### config.mk
export PLATFORM = sky130hd
export DESIGN_NAME = ifns_decoder_18di_core
export DESIGN_NICKNAME = d
export VERILOG_FILES = /design/src/rtl/ifns_pkg.sv /design/src/rtl/ifns_decoder_18di_core_partial_sum.sv /design/src/rtl/ifns_decoder_18di_core.sv
export SDC_FILE = /design/constraint.sdc
export NUM_CORES = 1
export LEC_CHECK = 0
export ABC_AREA = 1
export CELL_PAD_IN_SITES_DETAIL_PLACEMENT = 0
export CELL_PAD_IN_SITES_GLOBAL_PLACEMENT = 1
export CORE_ASPECT_RATIO = 2
export CORE_MARGIN = 2
export CORE_UTILIZATION = 30
export CTS_BUF_LIST = sky130_fd_sc_hd__clkbuf_16
export DETAILED_ROUTE_END_ITERATION = 10
export PLACE_DENSITY_LB_ADDON = 0.1
export SYNTH_ARGS = -nofsm -noshare
export SYNTH_HDL_FRONTEND = slang
export SYNTH_SLANG_ARGS = --single-unit
### constraint.sdc
create_clock -name clk -period 17.65 [get_ports clk]
set_clock_uncertainty 0.1 [all_clocks]
set_input_delay 4.4125 -clock clk [delete_from_list [all_inputs] [get_ports clk]]
set_output_delay 4.4125 -clock clk [all_outputs]
set_load 0.01 [all_outputs]
### src/rtl/ifns_pkg.sv
`default_nettype none
// ============================================================================
//  Module      : ifns_pkg
//  Description : Shared widths, types and Fibonacci weights for the FNS decoder.
//  Revision    : 1.0 - initial release
// ============================================================================
package ifns_pkg;

    localparam int CW_W   = 26;
    localparam int DATA_W = 18;
    localparam int HALF_W = CW_W / 2;
    // The high half alone can reach 317201, so partial sums carry the range bit too.
    localparam int SUM_W  = DATA_W + 1;

    typedef logic [CW_W-1:0]   ifns_cw_t;
    typedef logic [DATA_W-1:0] ifns_data_t;
    typedef logic [SUM_W-1:0]  ifns_sum_t;

    localparam ifns_sum_t FIB_W [1:CW_W] = '{
        19'd1,     19'd1,     19'd2,     19'd3,     19'd5,
        19'd8,     19'd13,    19'd21,    19'd34,    19'd55,
        19'd89,    19'd144,   19'd233,   19'd377,   19'd610,
        19'd987,   19'd1597,  19'd2584,  19'd4181,  19'd6765,
        19'd10946, 19'd17711, 19'd28657, 19'd46368, 19'd75025,
        19'd121393
    };

endpackage
`default_nettype wire

### src/rtl/ifns_decoder_18di_core_partial_sum.sv
`default_nettype none
// ============================================================================
//  Module      : ifns_partial_sum
//  Description : Weighted sum of 13 codeword bits starting at weight index BASE.
//  Revision    : 1.0 - initial release
// ============================================================================
module ifns_partial_sum
    import ifns_pkg::*;
#(
    parameter int BASE = 1
) (
    input  logic [HALF_W-1:0] i_bits,
    output ifns_sum_t         o_sum
);

    always_comb begin
        o_sum = '0;
        for (int k = 0; k < HALF_W; k++) begin
            if (i_bits[k]) begin
                o_sum = o_sum + FIB_W[BASE + k];
            end
        end
    end

endmodule
`default_nettype wire

### src/rtl/ifns_decoder_18di_core.sv
`default_nettype none
// ============================================================================
//  Module      : ifns_decoder_18di_core
//  Description : 3-stage streaming FNS codeword decoder with range flag and
//                saturating delivery/error counters.
//  Revision    : 1.0 - initial release
// ============================================================================
module ifns_decoder_18di_core
    import ifns_pkg::*;
#(
    parameter int CNT_W = 16
) (
    input  logic             clk,
    input  logic             rst,
    input  logic             cw_valid,
    output logic             cw_ready,
    input  ifns_cw_t         cw,
    output logic             v_valid,
    input  logic             v_ready,
    output ifns_data_t       v,
    output logic             v_range_err,
    output logic [CNT_W-1:0] words_cnt,
    output logic [CNT_W-1:0] err_cnt,
    input  logic             clr_cnt
);

    logic             w_advance;
    logic             w_deliver;
    ifns_sum_t        w_lo_sum;
    ifns_sum_t        w_hi_sum;

    logic             r_s1_vld_q, w_s1_vld_d;
    ifns_cw_t         r_s1_cw_q,  w_s1_cw_d;
    logic             r_s2_vld_q, w_s2_vld_d;
    ifns_sum_t        r_s2_lo_q,  w_s2_lo_d;
    ifns_sum_t        r_s2_hi_q,  w_s2_hi_d;
    logic             r_s3_vld_q, w_s3_vld_d;
    ifns_sum_t        r_s3_sum_q, w_s3_sum_d;
    logic [CNT_W-1:0] r_words_q,  w_words_d;
    logic [CNT_W-1:0] r_err_q,    w_err_d;

    ifns_partial_sum #(.BASE(1)) u_lo_sum (
        .i_bits (r_s1_cw_q[HALF_W-1:0]),
        .o_sum  (w_lo_sum)
    );

    ifns_partial_sum #(.BASE(HALF_W + 1)) u_hi_sum (
        .i_bits (r_s1_cw_q[CW_W-1:HALF_W]),
        .o_sum  (w_hi_sum)
    );

    always_comb begin
        w_advance  = !r_s3_vld_q || v_ready;
        w_deliver  = r_s3_vld_q && v_ready;

        w_s1_vld_d = r_s1_vld_q;
        w_s1_cw_d  = r_s1_cw_q;
        w_s2_vld_d = r_s2_vld_q;
        w_s2_lo_d  = r_s2_lo_q;
        w_s2_hi_d  = r_s2_hi_q;
        w_s3_vld_d = r_s3_vld_q;
        w_s3_sum_d = r_s3_sum_q;
        w_words_d  = r_words_q;
        w_err_d    = r_err_q;

        // Whole pipe shifts together; bubbles keep their slot.
        if (w_advance) begin
            w_s1_vld_d = cw_valid;
            w_s1_cw_d  = cw;
            w_s2_vld_d = r_s1_vld_q;
            w_s2_lo_d  = w_lo_sum;
            w_s2_hi_d  = w_hi_sum;
            w_s3_vld_d = r_s2_vld_q;
            if (r_s2_vld_q) begin
                w_s3_sum_d = r_s2_lo_q + r_s2_hi_q;
            end
        end

        if (clr_cnt) begin
            w_words_d = '0;
            w_err_d   = '0;
        end else if (w_deliver) begin
            if (r_words_q != {CNT_W{1'b1}}) begin
                w_words_d = r_words_q + 1'b1;
            end
            if (r_s3_sum_q[DATA_W] && (r_err_q != {CNT_W{1'b1}})) begin
                w_err_d = r_err_q + 1'b1;
            end
        end
    end

    always_ff @(posedge clk) begin
        if (rst) begin
            r_s1_vld_q <= 1'b0;
            r_s1_cw_q  <= '0;
            r_s2_vld_q <= 1'b0;
            r_s2_lo_q  <= '0;
            r_s2_hi_q  <= '0;
            r_s3_vld_q <= 1'b0;
            r_s3_sum_q <= '0;
            r_words_q  <= '0;
            r_err_q    <= '0;
        end else begin
            r_s1_vld_q <= w_s1_vld_d;
            r_s1_cw_q  <= w_s1_cw_d;
            r_s2_vld_q <= w_s2_vld_d;
            r_s2_lo_q  <= w_s2_lo_d;
            r_s2_hi_q  <= w_s2_hi_d;
            r_s3_vld_q <= w_s3_vld_d;
            r_s3_sum_q <= w_s3_sum_d;
            r_words_q  <= w_words_d;
            r_err_q    <= w_err_d;
        end
    end

    assign cw_ready    = w_advance;
    assign v_valid     = r_s3_vld_q;
    assign v           = r_s3_sum_q[DATA_W-1:0];
    assign v_range_err = r_s3_sum_q[DATA_W];
    assign words_cnt   = r_words_q;
    assign err_cnt     = r_err_q;

endmodule
`default_nettype wire

==> impl.org <==
** Route
- Drt first-iter violations :: 353
- The detailed router placed around 11000 vias in this run.
- Final antenna-violating net count :: 0
- Summed over all layers, the routed wires come to between 30000 and 40000 um.
- After detailed routing, the number of remaining DRC violations is 0.
- First-pass iteration count of the detailed router :: 4
- Detail-routed net length per standard cell :: 13.3 um
- After detailed routing, the number of vias per cell comes to 4.68.

** Final layout
- Most common cell after layout, fill and taps aside :: nand2_1
- Final Instance Area :: ~12000 um^2
- Synthesis-to-layout area growth :: 14.4%
- Share of final-layout standard cells stronger than drive strength 1 :: 0.103
- Summing all flip-flop and latch instances after layout gives ~2200 um^2.
- 0 antenna diodes ended up in the layout.
- At the end of the flow the core is filled with cells to 0.347.
- Most frequent cells in the layout :: 485 x nand2_1, 201 x inv_1, 169 x nand3_1, 154 x nor2_1, 112 x dfxtp_1
- The final layout contains 1892 nets.
- Area of the multi-input gates :: 7220 um^2
- Layout fillers :: approximately 4000

** STA
- Setup repair after global routing left no endpoint under its margin.
- Dividing the final minimum period by the clock period gives 0.635.
- Smallest setup slack after layout :: roughly 6400 ps
- For the pin with the worst max-slew slack, the measured transition is around 890 ps.
- Based on the critical path, the design can be clocked at up to just under 90 MHz.
- Clock period minus final worst setup slack :: roughly 11000 ps
- The max-slew violation count is 0.
- Final-layout setup total negative slack :: 0 ps
- The number of failing hold endpoints at the final stage was 0.
- Setup violations remaining at the end of the flow were counted as 0.
- Measured against its own limit, the worst slew margin works out to 0.405.

** Clocking
- CTS Buf Count :: 9
- TritonCTS built the clock tree.
- No sink is reached through more buffers than the 2 on the longest clock path.
- Hold repair after CTS inserted 0 buffers.
- Count of cells resized by post-cts repair :: 0
- The H-tree was split into 3 levels.
- The tree is rooted in a clkbuf_16.
- Worst skew pair latency :: 370 ps
- The clock net in this run drives a total of around 110 sinks.
- Number of buffers inserted to repair setup after CTS :: 0
- Clock-pin slew was measured on the worst setup and hold paths at roughly 70 ps.

** Worst setup path
- Endpoint arrival time on the critical path :: around 6700 ps
- Buffering stage count on the worst path with inverters included :: 5
- The critical path is of the input port to output pin type.
- Data on the critical path is required at its endpoint by around 13000 ps.
- Kind of cell adding the most delay to the critical path :: buffers and inverters
- Delay of the slowest cell on the worst path :: 560 ps
- CP endpoint kind :: output pin
- Worst-path cell chain :: clkdlybuf4s50_1 > nor2_4 > buf_4 > clkinv_1 > buf_4 > clkdlybuf4s50_1
- Max FO, Critical Path :: 61
- Launching element type of the critical path :: input port
- On the critical path, the stage with the largest delay is an instance of clkdlybuf4s50_1.

** Placement
- Placed Area :: ~12000 um^2
- Quantity of I/O buffers inserted on ports :: a little over 80
- Final HPWL from detailed placement :: 25000 um
- Last weighted congestion value of the routability-driven placer :: slightly below 0.8
- Pre-CTS worst setup slack :: around 6400 ps

** Global route
- For this run, the total global-route usage over all layers was measured as 0.167.
- The total overflow left after global routing is 0.
- Maximum number of pins on one net before global-route repair :: 64
- The number of antenna violations at the first check in global routing was 0.
- First-pass GRT wire length :: a little under 50000 um
- The number of global-route vias before repair was around 10000.

** Logic synthesis
- Total of warnings raised by yosys :: 0
- Library cells used by synthesis :: between 50 and 60
- Net Count, Synth :: between 1500 and 2000
- Synth Instances :: between 1500 and 2000
- Counting flops with a built-in enable in the synthesized netlist gives 0.
- Of all flip-flops after synthesis, the portion carrying an async set or reset was 0.
- Sequential fraction of the synthesis area :: 0.212
- Averaged over all synthesized cells, the footprint is around 6 um^2.
- The synthesized design contains 112 register bits.
- Post-synthesis instance area :: roughly 11000 um^2
- For this run, the leading register cell type out of synthesis is dfxtp_1.

** Floorplanning
- Die X-Extent :: 137 um
- Die Y-Extent :: 270 um
- The initial utilization of the core area, before any placement, comes to 0.303.
- Die area :: roughly 37000 um^2
- Standard cell core area :: approximately 35000 um^2
- Io pins :: 84
- Row generation in the floorplan step produced 97 rows.

** Flow run
- Number of maximum-capacitance constraint violations :: 0

** Power
- Total power for the finished layout comes to 0.00119 W.
- Leakage power of the design :: 5.78 nW
- IR analysis of the VDD net gives a maximum drop of around 0.000052 V.
- Power Density :: slightly below 100 nW/um^2

** Status
- The run finished with clean final reports.

** Worst hold path
- Worst min-delay path class :: register to register
-- report_power, final --
| group | internal, W | total [W] | switching (W) |
|---|---|---|---|
| combinational | 0.000240 | 0.000679 | 0.000440 |
| clock | 0.0000978 | 0.000203 | 0.000105 |
| sequential | 0.000283 | 0.000311 | 0.0000279 |
-- worst paths after layout --
path | start | endpoint | slack, ps | depth (start not counted)
hold / removal | r_s2_lo_q[11] | r_s2_lo_q[11] | 350 | 2
setup reg to reg | r_s1_cw_q[13] | r_s2_hi_q[16] | 10290 | 47
hold reg to reg | r_s2_lo_q[11] | r_s2_lo_q[11] | 350 | 2
setup / recovery | v_ready | cw_ready | 6440 | 6
-- worst register-to-register path, delay by kind of cell, from the launching register on --
kind	cells	cell delay (ps)
xor gates and xnor gates	1	310
AOI/OAI and AO/OA	3	700
DFF	1	490
and+or+nand+nor	28	3150
buffers and inverters	9	770
adders and majority gates	6	1760
-- sequential cells by signal, indices dropped and copies added, names as in the netlist --
name	flops
r_s1_cw_q	26
r_s2_hi_q	19
r_s3_sum_q	19
err_cnt	16
words_cnt	16
r_s2_lo_q	13
r_s1_vld_q	1
r_s2_vld_q	1
v_valid	1
-- synthesized netlist by cell type, types with 3 or more instances --
cell type | instances | area share
a21oi_1 | 90 | 0.043
nor2_2 | 12 | 0.0071
dfxtp_1 | 112 | 0.21
ha_1 | 44 | 0.052
nand3b_1 | 6 | 0.0043
nand2_2 | 51 | 0.030
clkinv_1 | 7 | 0.0025
o21a_1 | 3 | 0.0021
o221ai_1 | 9 | 0.0074
o211ai_1 | 7 | 0.0050
nor3b_1 | 4 | 0.0028
o21ai_1 | 19 | 0.0090
nand2_4 | 6 | 0.0064
inv_2 | 40 | 0.014
o21ai_0 | 107 | 0.051
nor2_1 | 155 | 0.055
nor3_1 | 13 | 0.0061
or2_2 | 4 | 0.0024
nand3_2 | 19 | 0.018
xnor2_1 | 26 | 0.022
nor2_4 | 6 | 0.0064
xor2_2 | 9 | 0.014
a31oi_1 | 4 | 0.0024
o21ai_2 | 3 | 0.0025
xor2_1 | 48 | 0.040
nand4_1 | 20 | 0.012
buf_1 | 5 | 0.0018
clkbuf_1 | 27 | 0.0096
nor4_1 | 6 | 0.0035
inv_1 | 201 | 0.071
buf_2 | 12 | 0.0057
nand2_1 | 485 | 0.17
nand3_1 | 169 | 0.080
-- per-layer routing --
layer	part of all wire	up-vias	wire [um]	track usage
met5	0	-	0	0
met4	0.035	0	1070	0.0676
met3	0.020	34	609	0.0179
met2	0.59	113	17700	0.359
met1	0.36	4695	10700	0.147
li1	-	5752	-	-
-- per-stage QoR --
| step | std cells | hold WS, ps |
|---|---|---|
| floorplan | 1761 | 323 |
| global route | 2265 | 385 |
| finish | 2265 | 349 |
| global placement | 2250 | 335 |
| detailed placement | 2250 | 339 |
| CTS | 2265 | 353 |
-- kinds of logic (layout without fill, tap and decap cells) --
family / count (synthesis) / after routing / synth area share
xor gates and xnor gates: 85 / 85 / 0.0781
adders and majority gates: 45 / 45 / 0.0539
buffers and inverters: 295 / 354 / 0.107
AOI/OAI and AO/OA: 261 / 261 / 0.137
and+or+nand+nor: 963 / 963 / 0.412
DFF: 112 / 112 / 0.212
-- cell type report --
cell class	count	area share
well taps	445	0.0459
repair buffers	90	0.0729
flip-flops and latches	112	0.185
multi-input cells	1354	0.596
clock inverters	6	0.00434
clock buffers	9	0.0186
inverters	249	0.0773
Note: power is estimated with default switching activity, not from simulation.
